[src/rtl/mult32x32_ctrl.sv]
// mult32x32_ctrl
//   Sequencing controller for the 32x32 multiplier arithmetic unit. Accepts a
//   request (start/busy), latches the operands, steps the arithmetic unit
//   through the four 16x16 partial products, then captures the 64-bit product
//   into result and pulses done.
// Ports:
//   clk, reset        clock; asynchronous active-high reset
//   start, a_in, b_in request and operands (sampled only in IDLE)
//   busy, done        handshake status; done is a one-cycle pulse
//   result            last completed product
//   op_a, op_b        latched operands to the arithmetic unit
//   a_sel, b_sel      half-word selects (0 = low, 1 = high)
//   shift_sel         partial-product shift (00 <<0, 01 <<16, 10 <<32)
//   upd_prod          accumulate partial product at next edge
//   clr_prod          clear the product register
//   product           arithmetic unit's product register
module mult32x32_ctrl #(
   parameter bit SKIP_ZERO = 1'b0
) (
   input  logic        clk,
   input  logic        reset,
   input  logic        start,
   input  logic [31:0] a_in,
   input  logic [31:0] b_in,
   output logic        busy,
   output logic        done,
   output logic [63:0] result,
   output logic [31:0] op_a,
   output logic [31:0] op_b,
   output logic        a_sel,
   output logic        b_sel,
   output logic [1:0]  shift_sel,
   output logic        upd_prod,
   output logic        clr_prod,
   input  logic [63:0] product
);

   // PPk is encoded as k+1 so the partial-product index maps directly.
   typedef enum logic [2:0] {
      S_IDLE = 3'd0,
      S_PP0  = 3'd1,
      S_PP1  = 3'd2,
      S_PP2  = 3'd3,
      S_PP3  = 3'd4,
      S_DONE = 3'd5
   } state_t;

   state_t state, state_nxt;

   // First PP state with index >= from that must be visited, else DONE.
   // For PPk the a half-word is k[1] and the b half-word is k[0].
   function automatic state_t first_pp(input int from,
                                       input logic [31:0] a,
                                       input logic [31:0] b);
      state_t      r;
      logic [15:0] ah, bh;
      r = S_DONE;
      for (int k = 3; k >= 0; k--) begin
         ah = k[1] ? a[31:16] : a[15:0];
         bh = k[0] ? b[31:16] : b[15:0];
         if (k >= from && (!SKIP_ZERO || (ah != 16'd0 && bh != 16'd0)))
            r = state_t'(3'(k + 1));
      end
      return r;
   endfunction

   always_ff @(posedge clk or posedge reset) begin
      if (reset) begin
         state  <= S_IDLE;
         op_a   <= '0;
         op_b   <= '0;
         result <= '0;
         done   <= 1'b0;
      end else begin
         state <= state_nxt;
         done  <= 1'b0;
         if (state == S_IDLE && start) begin
            op_a <= a_in;
            op_b <= b_in;
         end
         if (state == S_DONE) begin
            result <= product;
            done   <= 1'b1;
         end
      end
   end

   always_comb begin
      state_nxt = state;
      busy      = 1'b1;
      a_sel     = 1'b0;
      b_sel     = 1'b0;
      shift_sel = 2'b00;
      upd_prod  = 1'b0;
      clr_prod  = 1'b0;
      case (state)
         S_IDLE: begin
            busy     = 1'b0;
            clr_prod = 1'b1;
            // Leaving IDLE must decode the incoming operands; op_a/op_b
            // only take them at this same edge.
            if (start) state_nxt = first_pp(0, a_in, b_in);
         end
         S_PP0: begin
            upd_prod  = 1'b1;
            state_nxt = first_pp(1, op_a, op_b);
         end
         S_PP1: begin
            b_sel     = 1'b1;
            shift_sel = 2'b01;
            upd_prod  = 1'b1;
            state_nxt = first_pp(2, op_a, op_b);
         end
         S_PP2: begin
            a_sel     = 1'b1;
            shift_sel = 2'b01;
            upd_prod  = 1'b1;
            state_nxt = first_pp(3, op_a, op_b);
         end
         S_PP3: begin
            a_sel     = 1'b1;
            b_sel     = 1'b1;
            shift_sel = 2'b10;
            upd_prod  = 1'b1;
            state_nxt = S_DONE;
         end
         S_DONE:  state_nxt = S_IDLE;
         default: state_nxt = S_IDLE;
      endcase
   end

endmodule

[config.mk]
export PLATFORM = sky130hd
export DESIGN_NAME = mult32x32_ctrl
export DESIGN_NICKNAME = d
export VERILOG_FILES = /design/src/rtl/mult32x32_ctrl.sv
export SDC_FILE = /design/constraint.sdc
export NUM_CORES = 1
export LEC_CHECK = 0
export CAP_MARGIN = 5
export CORE_MARGIN = 5
export CORE_UTILIZATION = 27
export DETAILED_ROUTE_END_ITERATION = 6
export SETUP_SLACK_MARGIN = 0.15
export SYNTH_ARGS = -nofsm -noshare
export SYNTH_HDL_FRONTEND = slang
export SYNTH_SLANG_ARGS = --single-unit
[constraint.sdc]
create_clock -name clk -period 9.85 [get_ports clk]
set_input_delay 1.4775 -clock clk [delete_from_list [all_inputs] [get_ports clk]]
set_output_delay 1.4775 -clock clk [all_outputs]
set_load 0.005 [all_outputs]
## Yosys cells after proc, flatten, opt, wreduce, memory -nomap -nowiden

Cells that the tools add are included.

| operators by class | value |
|---|---|
| add/subtract/negate cells | 0 |
| multiply operators | 0 |
| div/mod/pow operators | 0 |
| magnitude comparators | 0 |
| eq/ne operators | 6 |
| shifts and indexed selects | 0 |
| muxes and demuxes | 9 |
| bitwise logic cells | 0 |
| reductions and logical operators | 6 |

Operators with widths:

| operator | count |
|---|---|
| $pmux W3 S5 | 1 |
| $eq A3 B2 Y1 const B | 2 |
| $eq A3 B3 Y1 const B | 2 |
| $mux W1 | 6 |
| $reduce_or A2 Y1 | 3 |
| $pmux W2 S2 | 1 |
| $reduce_or A4 Y1 | 1 |
| $eq A3 B1 Y1 const B | 1 |
| $logic_not A3 Y1 | 1 |
| $mux W3 | 1 |
| $ne A2 B2 Y1 const B | 1 |
| $logic_and A1 B1 Y1 | 1 |

| storage, ports and cells | value |
|---|---|
| flip-flop bits (word level) | 132 |
| bits in latches | 0 |
| RAM bits | 0 |
| bits in read-only memories | 0 |
| output and inout port bits | 136 |
| word-level logic and storage cells | 26 |
| memories kept | 0 |

## Depth between registers and ports, before layout

| depth | value |
|---|---|
| depth after elaboration | 3 |
| mapped depth | 5 |
| gate-level depth less buffers | 3 |

## Least setup slack after synthesis

Ideal clock, no wire load.

| path | value |
|---|---|
| path kind | register -> output |
| start point | register state[0] |
| end point | output upd_prod |
| data arrival time | 1036 ps |
| required time | 8373 ps |
| setup slack | 7336 ps |
| stages on the path, launching flop included | 5 |
| buffers on the path | 1 |
| cells stage by stage | dfrtp_1 buf_6 or3_1 inv_1 nor2_1 |

| on the way | value |
|---|---|
| longest elaborated chain between the ends | 3 |
| elaborated cells on any way between the ends | 6 |
| those cells by class | 4 x eq/ne; 1 x mux; 1 x reduce/logical |

RTL lines:

| what | line | RTL |
|---|---|---|
| from (decl) | 48 | `state_t state, state_nxt;` |
| from (signal assigned) | 75 | `state <= state_nxt;` |
| $eq A3 B2 Y1 (tied with other cells) | 96 | `case (state)` |
| $reduce_or A4 Y1 (no line) * | n/a |  |
| $mux W1 * | 96 |  |
| to (decl) | 33 | `output logic upd_prod,` |

Mark *: on every way between the ends. The rest lies on a longest branch, timed or not.

## Final worst setup path

| path | value |
|---|---|
| start point | register state[2] |
| end point | output a_sel |

| on the way | value |
|---|---|
| longest elaborated chain between the ends | 3 |
| elaborated cells on any way between the ends | 4 |
| those cells by class | 2 x eq/ne; 1 x mux; 1 x reduce/logical |

RTL lines:

| what | line | RTL |
|---|---|---|
| $eq A3 B2 Y1 / $eq A3 B3 Y1 (equally long branches) | 96 |  |
| $reduce_or A2 Y1 (no line) * | n/a |  |
| $mux W1 * | 96 |  |
| to (decl) | 30 | `output logic a_sel,` |

Marks and branches as above.

==> results.yml <==
routing:
  totalWireLength_mm: 14.45
  drtAntennaViolNets: 0
  num_vias: 3416
  drcViolationCount: 0
  drt_iter0_markers: 76
  via_per_inst: 4.057
  drt_first_pass_iters: 3
  routedWlPerCell_um: 17.16
critical_path:
  ff2ff_path_depth: 3
  cp.required_ns: 8.37
  worstPathMaxFanout: 10
  start_kind: "flop"
  worst-setup-path-type: "reg -> out"
  setup.worst_path.end_class: "output port"
  critPathArrivalTime_ns: 2.00
  regToRegEndpoint: "op_a[10]"
  reg2reg_setup_slack_ns: 7.71
  reg2reg_from: "state[0]"
grt:
  antenna_found_initial: 0
  grt-busiest-layer: "met2"
  track_usage_pct: 12.80
  grt_pass1_vias: 3950
  overflow: 0
  grt_pass1_wl_mm: 22.21
  grt_max_degree: 90
  grt_util_met1_pct: 14.38
  use_met3_pct: 3.793
  met2_usage_pct: 22.58
cts:
  clock-sinks: 132
  clk_latency_ns: 0.40
  cts_buffers: 17
  holdBufCountCts: 0
  cts_root_buffer: "clkbuf_16"
  post_cts_resized: 0
  cts_tree: "built"
  clk_pin_slew_ns: 0.06
  htree_levels: 4
  post_cts_buffers: 0
  clockBufferDepth: 2
synth:
  synth_top_area_share_pct: 61.94
  synth_nets: 426
  synth.area.top_cells: "dfrtp_1 (62%), mux2_4 (17%), mux2_2 (14%)"
  avgSynthCellArea_um2: 18.08
  seq_area_frac_synth_pct: 61.94
  synth-async-reset-ratio_pct: 100.0
  yosysMostFrequentCell: "dfrtp_1"
  synth-edff-count: 0
  netlist_area_um2: 5333
  synth_common_cells: "dfrtp_1 (132), mux2_2 (68), mux2_4 (60), buf_6 (7), buf_12 (6)"
  ys_warn_count: 0
  synthCells: 295
  ys_types: 19
  yosys.area.top_type: "dfrtp_1"
  synth-main-ff-cell: "dfrtp_1"
  ys_seq_elements: 132
finish:
  drive_above_1_share_pct: 28.25
  fillers: 1730
  nets: 697
  area_growth_pct: 63.02
  num_antenna_cells: 0
pwr:
  p_per_area_nw_per_um2: 324.2
  finalPower_mw: 2.818
  p_leak_nw: 3.686
  ir_drop_mv: 0.1479
min_path:
  min_from: "result[58]"
  hold_depth: 1
  hold_path_end: "result[58]"
  hp-class: "reg -> reg"
timing:
  fin_setup_tns_ns: 0
  maxSlewViolCount: 0
  period_needed_ns: 3.482
  skew_ns: 0.008803
  tightestPinTransition_ns: 0.9457
  setup_viol: 0
  rsz0062_at_grt: "no"
  finalCritPeriodShare_pct: 35.35
  relSlewSlack_pct: 36.95
  max_freq_ghz: 0.2872
  finalHoldViolCount: 0
die:
  initial_core_util_pct: 27.40
  dieArea_um2: 22660
  die_h_um: 150.5
  num_rows: 51
  die_x_um: 150.5
  num_io_pins: 267
  core-area_um2: 19460
run:
  max_cap_viol_count: 0
placement:
  gp_congestion: 0.7024
  hpwl_mm: 10.74
  port_buffers: 266
run_status:
  status: "completed"
==> cells in the final DEF, fill, tap and decap left out, types with 3 or more instances in the layout <==
cell type	count
buf_4	3
mux2_4	60
clkdlybuf4s50_1	266
clkinv_4	3
dfrtp_1	132
inv_6	3
nor2_1	3
clkinv_2	3
mux2_2	68
clkbuf_16	17
==> per-stage QoR <==
step                cells  hold WS (ns)  utilization, %  worst slack (ns)  instance area (um^2)
detailed placement    812        0.4924           41.77             6.361                  8130
global placement      812        0.4879           41.77             6.422                  8130
global route          842        0.5158           44.67             6.248                  8693
finish                842        0.5024           44.67             6.368                  8693
floorplan             295        0.5041               -             4.846                  5333
CTS                   842        0.5060           44.67             6.339                  8693
==> cell families after synthesis <==
logic type | count (synthesis) | synth area share (%)
compound gates | 4 | 0.5631
xor+xnor | 2 | 0.3285
buf+inv | 20 | 4.411
flops | 132 | 61.94
mux | 128 | 31.25
simple gates | 9 | 1.502
==> worst max-delay path by stage <==
stage	slack [ns]	endpoint	startpoint	cells after the start
floorplan	4.85	done	reset	1
global placement	6.42	op_a[10]	start	4
detailed placement	6.36	op_a[9]	start	4
CTS	6.34	a_sel	state[2]	3
global route	6.25	a_sel	state[2]	3
finish	6.37	a_sel	state[2]	3
==> routing by layer <==
metal | part of all wire [%] | vias up
met1 | 37 | 1690
met5 | 0 | -
met4 | 2.9 | 0
li1 | - | 1573
met3 | 6.3 | 22
met2 | 54 | 131
==> worst max-delay path: stages (launching register included) <==
cell and delay, ns:
dfrtp_1 0.60, nor3b_1 0.36, a21o_1 0.14, clkdlybuf4s50_1 0.51
==> where the power goes <==
group          switching (mW)  leakage (nW)  internal [mW]
clock                   0.237         0.272          0.371
sequential              0.164          1.55          0.822
combinational           0.349          1.86          0.876
total                   0.750          3.69           2.07
==> flip-flops by register name, summed over array words and instances (netlist names) <==
name    flops
state       3
result     64
op_a       32
op_b       32
done        1
==> area by class of cell <==
class / instances / area, um^2 / area share [%]
flip-flops and latches: 132 / 3303 / 38.00
repair buffers: 269 / 2685 / 30.89
multi-input cells: 143 / 1794 / 20.64
clock buffers: 18 / 429.2 / 4.937
well taps: 265 / 331.6 / 3.814
clock inverters: 12 / 133.9 / 1.540
inverters: 3 / 16.27 / 0.1871
Power figures use the tool's default switching activity.
